[src/rtl/hpdcache_pf_responder.sv]
// Prefetch request terminator: queues prefetcher requests, issues one cacheline
// refill per valid CMO prefetch and answers the prefetcher once it is accepted.
package hpdcache_pf_pkg;
  localparam int unsigned HPDCACHE_OFFSET_WIDTH = 6;
  localparam int unsigned HPDCACHE_SET_WIDTH    = 6;
  localparam int unsigned HPDCACHE_TAG_WIDTH    = 20;
  localparam int unsigned HPDCACHE_NLINE_WIDTH  = HPDCACHE_TAG_WIDTH + HPDCACHE_SET_WIDTH;
  localparam int unsigned HPDCACHE_WORD_WIDTH   = 64;
  localparam int unsigned HPDCACHE_SID_WIDTH    = 3;
  localparam int unsigned HPDCACHE_TID_WIDTH    = 4;

  typedef logic [3:0]                      hpdcache_req_op_t;
  typedef logic [2:0]                      hpdcache_req_size_t;
  typedef logic [HPDCACHE_NLINE_WIDTH-1:0] hpdcache_nline_t;

  localparam hpdcache_req_op_t   HPDCACHE_REQ_LOAD             = 4'h0;
  localparam hpdcache_req_op_t   HPDCACHE_REQ_STORE            = 4'h1;
  localparam hpdcache_req_op_t   HPDCACHE_REQ_CMO              = 4'hf;
  localparam hpdcache_req_size_t HPDCACHE_REQ_CMO_PREFETCH     = 3'h0;
  localparam hpdcache_req_size_t HPDCACHE_REQ_CMO_INVAL_NLINE  = 3'h1;

  typedef struct packed {
    logic [HPDCACHE_OFFSET_WIDTH+HPDCACHE_SET_WIDTH-1:0] addr_offset;
    logic [HPDCACHE_WORD_WIDTH-1:0]                      wdata;
    hpdcache_req_op_t                                    op;
    logic [HPDCACHE_WORD_WIDTH/8-1:0]                    be;
    hpdcache_req_size_t                                  size;
    logic [HPDCACHE_SID_WIDTH-1:0]                       sid;
    logic [HPDCACHE_TID_WIDTH-1:0]                       tid;
    logic                                                need_rsp;
    logic [HPDCACHE_TAG_WIDTH-1:0]                       addr_tag;
  } hpdcache_req_t;

  typedef struct packed {
    logic [HPDCACHE_WORD_WIDTH-1:0] rdata;
    logic [HPDCACHE_SID_WIDTH-1:0]  sid;
    logic [HPDCACHE_TID_WIDTH-1:0]  tid;
    logic                           error;
    logic                           aborted;
  } hpdcache_rsp_t;
endpackage

module hpdcache_pf_responder
  import hpdcache_pf_pkg::*;
#(
  parameter int unsigned FIFO_DEPTH = 4,
  parameter int unsigned RSP_DELAY  = 0
) (
  input  logic            clk_i,
  input  logic            rst_ni,
  input  logic            req_valid_i,
  output logic            req_ready_o,
  input  hpdcache_req_t   req_i,
  output logic            rsp_valid_o,
  output hpdcache_rsp_t   rsp_o,
  output logic            refill_valid_o,
  input  logic            refill_ready_i,
  output hpdcache_nline_t refill_nline_o,
  output logic            busy_o
);

  localparam int unsigned PTR_W = $clog2(FIFO_DEPTH);
  localparam int unsigned CNT_W = PTR_W + 1;
  localparam int unsigned DLY_W = (RSP_DELAY > 1) ? $clog2(RSP_DELAY) : 1;
  localparam logic [DLY_W-1:0] DLY_INIT = (RSP_DELAY > 0) ? DLY_W'(RSP_DELAY - 1) : '0;

  typedef struct packed {
    hpdcache_nline_t               nline;
    logic [HPDCACHE_SID_WIDTH-1:0] sid;
    logic [HPDCACHE_TID_WIDTH-1:0] tid;
    logic                          need_rsp;
    logic                          is_pf;
  } entry_t;

  typedef enum logic [1:0] {ST_IDLE, ST_ISSUE, ST_WAIT, ST_RESP} state_e;

  entry_t           mem_q [FIFO_DEPTH];
  logic [PTR_W-1:0] wr_ptr_q, wr_ptr_d;
  logic [PTR_W-1:0] rd_ptr_q, rd_ptr_d;
  logic [CNT_W-1:0] cnt_q, cnt_d;
  state_e           state_q, state_d;
  logic [DLY_W-1:0] dly_q, dly_d;

  entry_t push_entry;
  entry_t head;
  logic   full, empty, push, pop;

  assign full        = (cnt_q == CNT_W'(FIFO_DEPTH));
  assign empty       = (cnt_q == '0);
  assign req_ready_o = !full;
  assign push        = req_valid_i && !full;
  assign head        = mem_q[rd_ptr_q];

  always_comb begin
    push_entry.nline    = {req_i.addr_tag,
                           req_i.addr_offset[HPDCACHE_OFFSET_WIDTH +: HPDCACHE_SET_WIDTH]};
    push_entry.sid      = req_i.sid;
    push_entry.tid      = req_i.tid;
    push_entry.need_rsp = req_i.need_rsp;
    push_entry.is_pf    = (req_i.op == HPDCACHE_REQ_CMO) &&
                          (req_i.size == HPDCACHE_REQ_CMO_PREFETCH);
  end

  // Entry storage carries no reset: validity is tracked by the pointers alone.
  always_ff @(posedge clk_i) begin
    if (push) begin
      mem_q[wr_ptr_q] <= push_entry;
    end
  end

  always_comb begin
    wr_ptr_d = wr_ptr_q;
    rd_ptr_d = rd_ptr_q;
    cnt_d    = cnt_q;
    if (push) wr_ptr_d = wr_ptr_q + 1'b1;
    if (pop)  rd_ptr_d = rd_ptr_q + 1'b1;
    case ({push, pop})
      2'b10:   cnt_d = cnt_q + 1'b1;
      2'b01:   cnt_d = cnt_q - 1'b1;
      default: cnt_d = cnt_q;
    endcase
  end

  always_comb begin
    state_d        = state_q;
    dly_d          = dly_q;
    pop            = 1'b0;
    refill_valid_o = 1'b0;
    rsp_valid_o    = 1'b0;
    case (state_q)
      ST_IDLE: begin
        if (!empty) state_d = head.is_pf ? ST_ISSUE : ST_RESP;
      end
      ST_ISSUE: begin
        refill_valid_o = 1'b1;
        if (refill_ready_i) begin
          if (RSP_DELAY == 0) begin
            state_d = ST_RESP;
          end else begin
            dly_d   = DLY_INIT;
            state_d = ST_WAIT;
          end
        end
      end
      ST_WAIT: begin
        if (dly_q == '0) state_d = ST_RESP;
        else             dly_d   = dly_q - 1'b1;
      end
      ST_RESP: begin
        rsp_valid_o = head.need_rsp;
        pop         = 1'b1;
        state_d     = ST_IDLE;
      end
      default: state_d = ST_IDLE;
    endcase
  end

  always_ff @(posedge clk_i or negedge rst_ni) begin
    if (!rst_ni) begin
      wr_ptr_q <= '0;
      rd_ptr_q <= '0;
      cnt_q    <= '0;
      state_q  <= ST_IDLE;
      dly_q    <= '0;
    end else begin
      wr_ptr_q <= wr_ptr_d;
      rd_ptr_q <= rd_ptr_d;
      cnt_q    <= cnt_d;
      state_q  <= state_d;
      dly_q    <= dly_d;
    end
  end

  // Head nline is presented continuously; it only qualifies as a refill in ISSUE.
  assign refill_nline_o = head.nline;

  always_comb begin
    rsp_o       = '0;
    rsp_o.sid   = head.sid;
    rsp_o.tid   = head.tid;
    rsp_o.error = !head.is_pf;
  end

  assign busy_o = !empty || (state_q != ST_IDLE);

endmodule

[config.mk]
export PLATFORM = sky130hd
export DESIGN_NAME = hpdcache_pf_responder
export DESIGN_NICKNAME = d
export VERILOG_FILES = /design/src/rtl/hpdcache_pf_responder.sv
export SDC_FILE = /design/constraint.sdc
export NUM_CORES = 1
export LEC_CHECK = 0
export CELL_PAD_IN_SITES_DETAIL_PLACEMENT = 1
export CELL_PAD_IN_SITES_GLOBAL_PLACEMENT = 2
export CORE_MARGIN = 2
export CORE_UTILIZATION = 31
export DETAILED_ROUTE_END_ITERATION = 12
export PLACE_DENSITY = 0.78
export SETUP_SLACK_MARGIN = 0.02
export SLEW_MARGIN = 40
export SYNTH_ARGS = -nofsm -noshare
export SYNTH_HDL_FRONTEND = slang
export SYNTH_SLANG_ARGS = --single-unit
[constraint.sdc]
create_clock -name clk_i -period 2.7 [get_ports clk_i]
set_input_delay 0.27 -clock clk_i [delete_from_list [all_inputs] [get_ports clk_i]]
set_output_delay 0.27 -clock clk_i [all_outputs]
set_load 0.02 [all_outputs]
# After elaboration in Yosys (flattened, before gate mapping)
# Memory sizes are Yosys's and may differ from the RTL's.
# Cells that the tools add are included.
[word_totals]
elab_cells = 45
ram_bits = 140
register_bits = 10
out_inout_bits = 103
in_bits = 123
n_memories = 1
[classes]
reduce_logical = 12
add_sub_neg = 5
muxes = 12
eq_ne = 10
[mem_list]
columns = ["memory", "depth", "word_bits", "rd", "rd_clocked_by_memory_dff", "write_ports", "line_no", "source"]
rows = [
  ["mem_q", 4, 35, 1, 0, 1, "77", "entry_t mem_q [FIFO_DEPTH];"],
]
[op_table]
columns = ["operator", "count"]
rows = [
  ["2-bit two-way mux", 4],
  ["2-bit case mux with 4 select lines", 1],
  ["2-bit equality test (second input constant)", 3],
  ["3-bit zero test", 2],
  ["1-bit two-way mux", 6],
  ["2-bit inequality test (second input constant)", 3],
  ["3-bit case mux with 2 select lines", 1],
  ["2-bit by 1-bit adder with 2-bit output (second input constant)", 2],
  ["2-bit by 1-bit equality test with 1-bit output (second input constant)", 2],
  ["4-bit equality test (second input constant)", 1],
  ["2-bit nonzero test", 2],
  ["3-bit by 1-bit adder with 3-bit output (second input constant)", 1],
  ["3-bit equality test (second input constant)", 1],
  ["1-bit zero test", 3],
  ["3-bit AND reduction", 1],
  ["3-bit by 1-bit subtractor with 3-bit output (second input constant)", 1],
  ["1-bit logical AND", 2],
  ["2-bit zero test", 1],
  ["1-bit logical OR", 1],
  ["1-bit subtractor (second input constant)", 1],
]

# Longest topological paths before layout
[depth]
word_depth = 5
depth_mapped = 8
mapped_depth_nobuf = 8

# Worst setup path after synthesis
# Ideal clock, no wire load.
[synth_path]
kind = "flip-flop to flip-flop"
from = "register cnt_q[0]"
to = "register cnt_q[1]"
path_stages_with_launch = 7
setup_ps = 125
t_required_ps = 2575
period_less_slack_ps = 2157
slack_ps = 543
t_arrival_ps = 2033
n_path_buf = 0
cell_sequence = "dfrtp_1 or3b_1 and2_4 inv_1 ha_1 fa_1 mux2_2"
[synth_between]
elab_chain_len = 5
elab_cells_between_ends = 9
cone_classes = "2 x add/sub; 3 x eq/ne; 1 x mux; 3 x reduce/logical"
[synth_rtl]
columns = ["item", "line_no", "source"]
rows = [
  ["from (decl)", "80", "logic [CNT_W-1:0] cnt_q, cnt_d;"],
  ["from (signal assigned)", "168", "cnt_q <= cnt_d;"],
  ["3-bit equality test *", "88", "assign full = (cnt_q == CNT_W'(FIFO_DEPTH));"],
  ["1-bit zero test *", "-", ""],
  ["named net req_ready_o", "52", "output logic req_ready_o,"],
  ["1-bit logical AND *", "91", "assign push = req_valid_i && !full;"],
  ["2-bit by 1-bit equality test with 1-bit output / 2-bit equality test (equally long branches)", "117", "case ({push, pop})"],
  ["3-bit case mux with 2 select lines *", "117", ""],
  ["named net cnt_d[1]", "80", ""],
]
# The timed path passes the listed nets; every way through them passes the cells marked *.
# A chain may end at the register's enable or synchronous reset.

# Worst setup path after layout
[layout_path]
from = "register rd_ptr_q[0]"
to = "output port refill_nline_o[7]"
[layout_between]
elab_chain_len = 1
[layout_rtl]
columns = ["item", "line_no", "source"]
rows = [
  ["from (decl)", "79", "logic [PTR_W-1:0] rd_ptr_q, rd_ptr_d;"],
  ["from (signal assigned)", "167", "rd_ptr_q <= rd_ptr_d;"],
  ["memory read 4 x 35 bit", "-", ""],
  ["to (decl)", "58", "output hpdcache_nline_t refill_nline_o,"],
]
# Every way passes these cells.

==> metrics.md <==
| Metric | Value |
|---|---|
| Status | complete, no violations |
| Worst stage delay on the critical path | 570 ps |
| Most repeated cell in the gate-level netlist after synthesis | sky130_fd_sc_hd__edfxtp_1 |
| Total placed instance area | 0.00714 mm2 |
| TNS Setup | 0 ps |
| Power Total | 8.85 mW |
| Utilization of the core after routing | 40.0% |
| Final Hold Viols | 0 |
| Total global-route track usage | 11.6% |
| Leading cell types by total area after synthesis | sky130_fd_sc_hd__edfxtp_1, sky130_fd_sc_hd__mux4_2, sky130_fd_sc_hd__buf_4, sky130_fd_sc_hd__dfrtp_1, sky130_fd_sc_hd__ha_1 |
| Top layer in use | met4 |
| Post-detailed-placement half-perimeter wirelength | 7.63 mm |
| Unrepaired setup endpoints after global routing | false |
| DRT Wirelength | 11.6 mm |
| Boundary Pins | 226 |
| Number of DRC markers in iteration 0 | 87 |
| Maximum buffer depth of the clock tree | 2 |
| WP data required | 2430 ps |
| Share of flip-flops with an asynchronous set or reset | 6.04% |
| Final Setup Violations | 0 |
| Synthesis Warnings | 0 |
| Setup CP Type | reg2out |
| CTS Buf Count | 17 |
| DIE AREA | 0.0209 mm2 |
| Number of flops mapped to enable cells by yosys | 140 |
| Crit Path Max Fanout | 14 |
| Post-DR vias/cell | 4.13 |
| Reg2reg setup slack | 480 ps |
| Die height | 145 um |
| Antenna Cells | 0 |
| WL met3 | 612 um |
| First-pass iteration count of the detailed router | 4 |
| Antenna Nets Post-Route | 0 |
| Met2 layer wire length in the routed design | 6.31 mm |
| Wire length of the first global-routing pass | 17.2 mm |
| Clock skew | 7.48 ps |
| Instance count after placement with tap cells included | 646 |
| Area of combinational cells with multiple inputs | 0.00139 mm2 |
| Port Buf Inserts | 82 |
| Maximum number of pins on one net before global-route repair | 22 |
| Final nets | 535 |
| # H-tree levels | 4 |
| Standard-cell row count | 51 |
| Via count of the first global-routing pass | 3085 |
| Crit-path slowest cell | sky130_fd_sc_hd__clkdlybuf4s50_1 |
| Max-slew violations | 0 |
| Share of post-route cells with drive strength above 1 | 20.0% |
| Clock tree from TritonCTS | built |
| Dominant cell type by area after synthesis | sky130_fd_sc_hd__edfxtp_1 |
| Arrival time reported for the critical path endpoint | 2290 ps |
| Synthesized area per cell | 20.4 um2 |
| Proportion of synthesized chip area in sequential cells | 72.3% |
| Clock tree sinks | 149 |
| Maximum frequency from static timing analysis | 391 MHz |
| Gp weighted congestion | 0.669 |
| Core ar. | 0.0194 mm2 |
| Number of antenna violations at the first check in global routing | 0 |
| Filler instances | 1926 |
| Post-Layout Cell Count | 680 |
| Worst VDD drop | 0.690 mV |
| Top post-synthesis cells by count | sky130_fd_sc_hd__edfxtp_1, sky130_fd_sc_hd__buf_4, sky130_fd_sc_hd__mux4_2 |
| Max capacitance violation total | 0 |
| Period utilisation layout | 94.7% |
| Leakage dissipation | 2.73 nW |
| Tmin final | 2560 ps |
| Cell area after layout | 0.00776 mm2 |
| Clk Latency, worst-skew pair | 420 ps |
| Number of storage elements in the synthesis netlist | 149 |
| Worst hold-check slack | 165 ps |
| Worst Setup Start Kind | flop |
| Setup WS post-layout | 143 ps |
| Root buffer cell | sky130_fd_sc_hd__clkbuf_16 |
| Overflow left after global routing | 0 |
| Die Width | 145 um |
| Critical Path, Cell by Cell | buf_12 -> mux4_2 -> clkdlybuf4s50_1 |
| Effective utilization at floorplan | 31.6% |
| Post-synthesis to final-layout area growth | 26.6% |
| Power Density | 1140 mW/mm2 |
| Prevailing post-synth register cell | sky130_fd_sc_hd__edfxtp_1 |
| Post-synthesis instance area | 0.00613 mm2 |
| Routed met1 length | 4.47 mm |
| Class of the tightest hold or removal check | in2async |
| Setup slack after placement | 390 ps |
| Overall via count from detail_route | 2805 |
| Area share of the leading cell type in the synthesized netlist | 68.6% |
| Area occupied by registers | 0.00443 mm2 |
| Cells after Synth | 300 |
| WL/cell | 17.0 um |
| Kind of end point of the critical path | output pin |
| Post-CTS clock slew at the launch and capture registers of the worst setup and hold paths | 60 ps |
| Unique masters post-synth | 26 |
| Remaining routing DRC violations | 0 |
[final cells by class]
cell class	instances	share of cell area, %
multi-input cells	135	17.9
flip-flops and latches	149	57.2
well taps	265	4.27
inverters	7	0.339
repair buffers	92	12.7
clock buffers	19	5.58
clock inverters	13	2.10
[path summary, 6_finish.rpt]
| check | cells past startpoint | startpoint | endpoint |
|---|---|---|---|
| setup / recovery | 3 | rd_ptr_q[0] | refill_nline_o[7] |
| hold / removal | 1 | rst_ni | wr_ptr_q[0] |
| setup reg to reg | 6 | cnt_q[0] | cnt_q[1] |
| hold reg to reg | 1 | cnt_q[2] | cnt_q[2] |
| max in group asynchronous | 1 | rst_ni | rd_ptr_q[0] |
| min in group clk_i | 1 | cnt_q[2] | cnt_q[2] |
[repair_timing]
action,CTS,global route
setup buffers,0,2
setup endpoints to repair,29,12
gates resized for setup,1,0
hold buffers,0,0
pin swaps,0,0
[power by group]
part	internal [mW]	switching, mW	leakage (nW)
clock	1.52	0.867	0.290
sequential	3.08	0.228	1.39
combinational	1.58	1.57	1.05
[layout by cell type, fill, tap and decap left out, types with 2 or more instances in the layout]
master	netlist	final
sky130_fd_sc_hd__buf_4	67	3
sky130_fd_sc_hd__conb_1	1	65
sky130_fd_sc_hd__bufinv_16	0	4
sky130_fd_sc_hd__and3_2	0	4
sky130_fd_sc_hd__clkdlybuf4s50_1	0	82
sky130_fd_sc_hd__dfrtp_1	9	7
sky130_fd_sc_hd__inv_1	7	7
sky130_fd_sc_hd__xnor2_1	4	4
sky130_fd_sc_hd__clkbuf_16	0	17
sky130_fd_sc_hd__clkinv_1	0	4
sky130_fd_sc_hd__edfxtp_1	140	140
sky130_fd_sc_hd__xor2_1	2	2
sky130_fd_sc_hd__mux4_2	35	35
sky130_fd_sc_hd__ha_1	9	9
sky130_fd_sc_hd__clkbuf_1	0	2
sky130_fd_sc_hd__nor2_1	2	2
sky130_fd_sc_hd__buf_12	0	7
sky130_fd_sc_hd__mux2_2	2	2
sky130_fd_sc_hd__clkinv_2	0	4
[state kept, by name, summed over array words and instances, names as in the netlist]
name / count
cnt_q: 3
mem_q: 140
rd_ptr_q: 2
state_q: 2
wr_ptr_q: 2
[cell families (layout without fill, tap and decap cells)]
| group | count (synthesis) | in the layout | share of synthesized area [%] |
|---|---|---|---|
| buffers and inverters | 80 | 131 | 9.09 |
| AND/OR/NAND/NOR | 13 | 13 | 1.49 |
| multiplexers | 39 | 39 | 13.6 |
| flip-flops | 149 | 149 | 72.3 |
| XOR/XNOR | 6 | 6 | 0.858 |
| AO/OA/AOI/OAI | 2 | 2 | 0.388 |
| other | 1 | 65 | 0.0612 |
| adder cells (fa/ha/maj) | 10 | 10 | 2.17 |
[critical path, delay by kind of cell (launching register included)]
family | cells | cell delay [ps]
buffers and inverters | 2 | 780
DFF | 1 | 550
muxes | 1 | 540
[layer usage]
metal	vias up	global-route usage, %
li1	1243	-
met1	1443	12.4
met2	104	21.5
met3	15	3.21
met4	0	5.06
met5	-	0
Power figures use the tool's default switching activity.
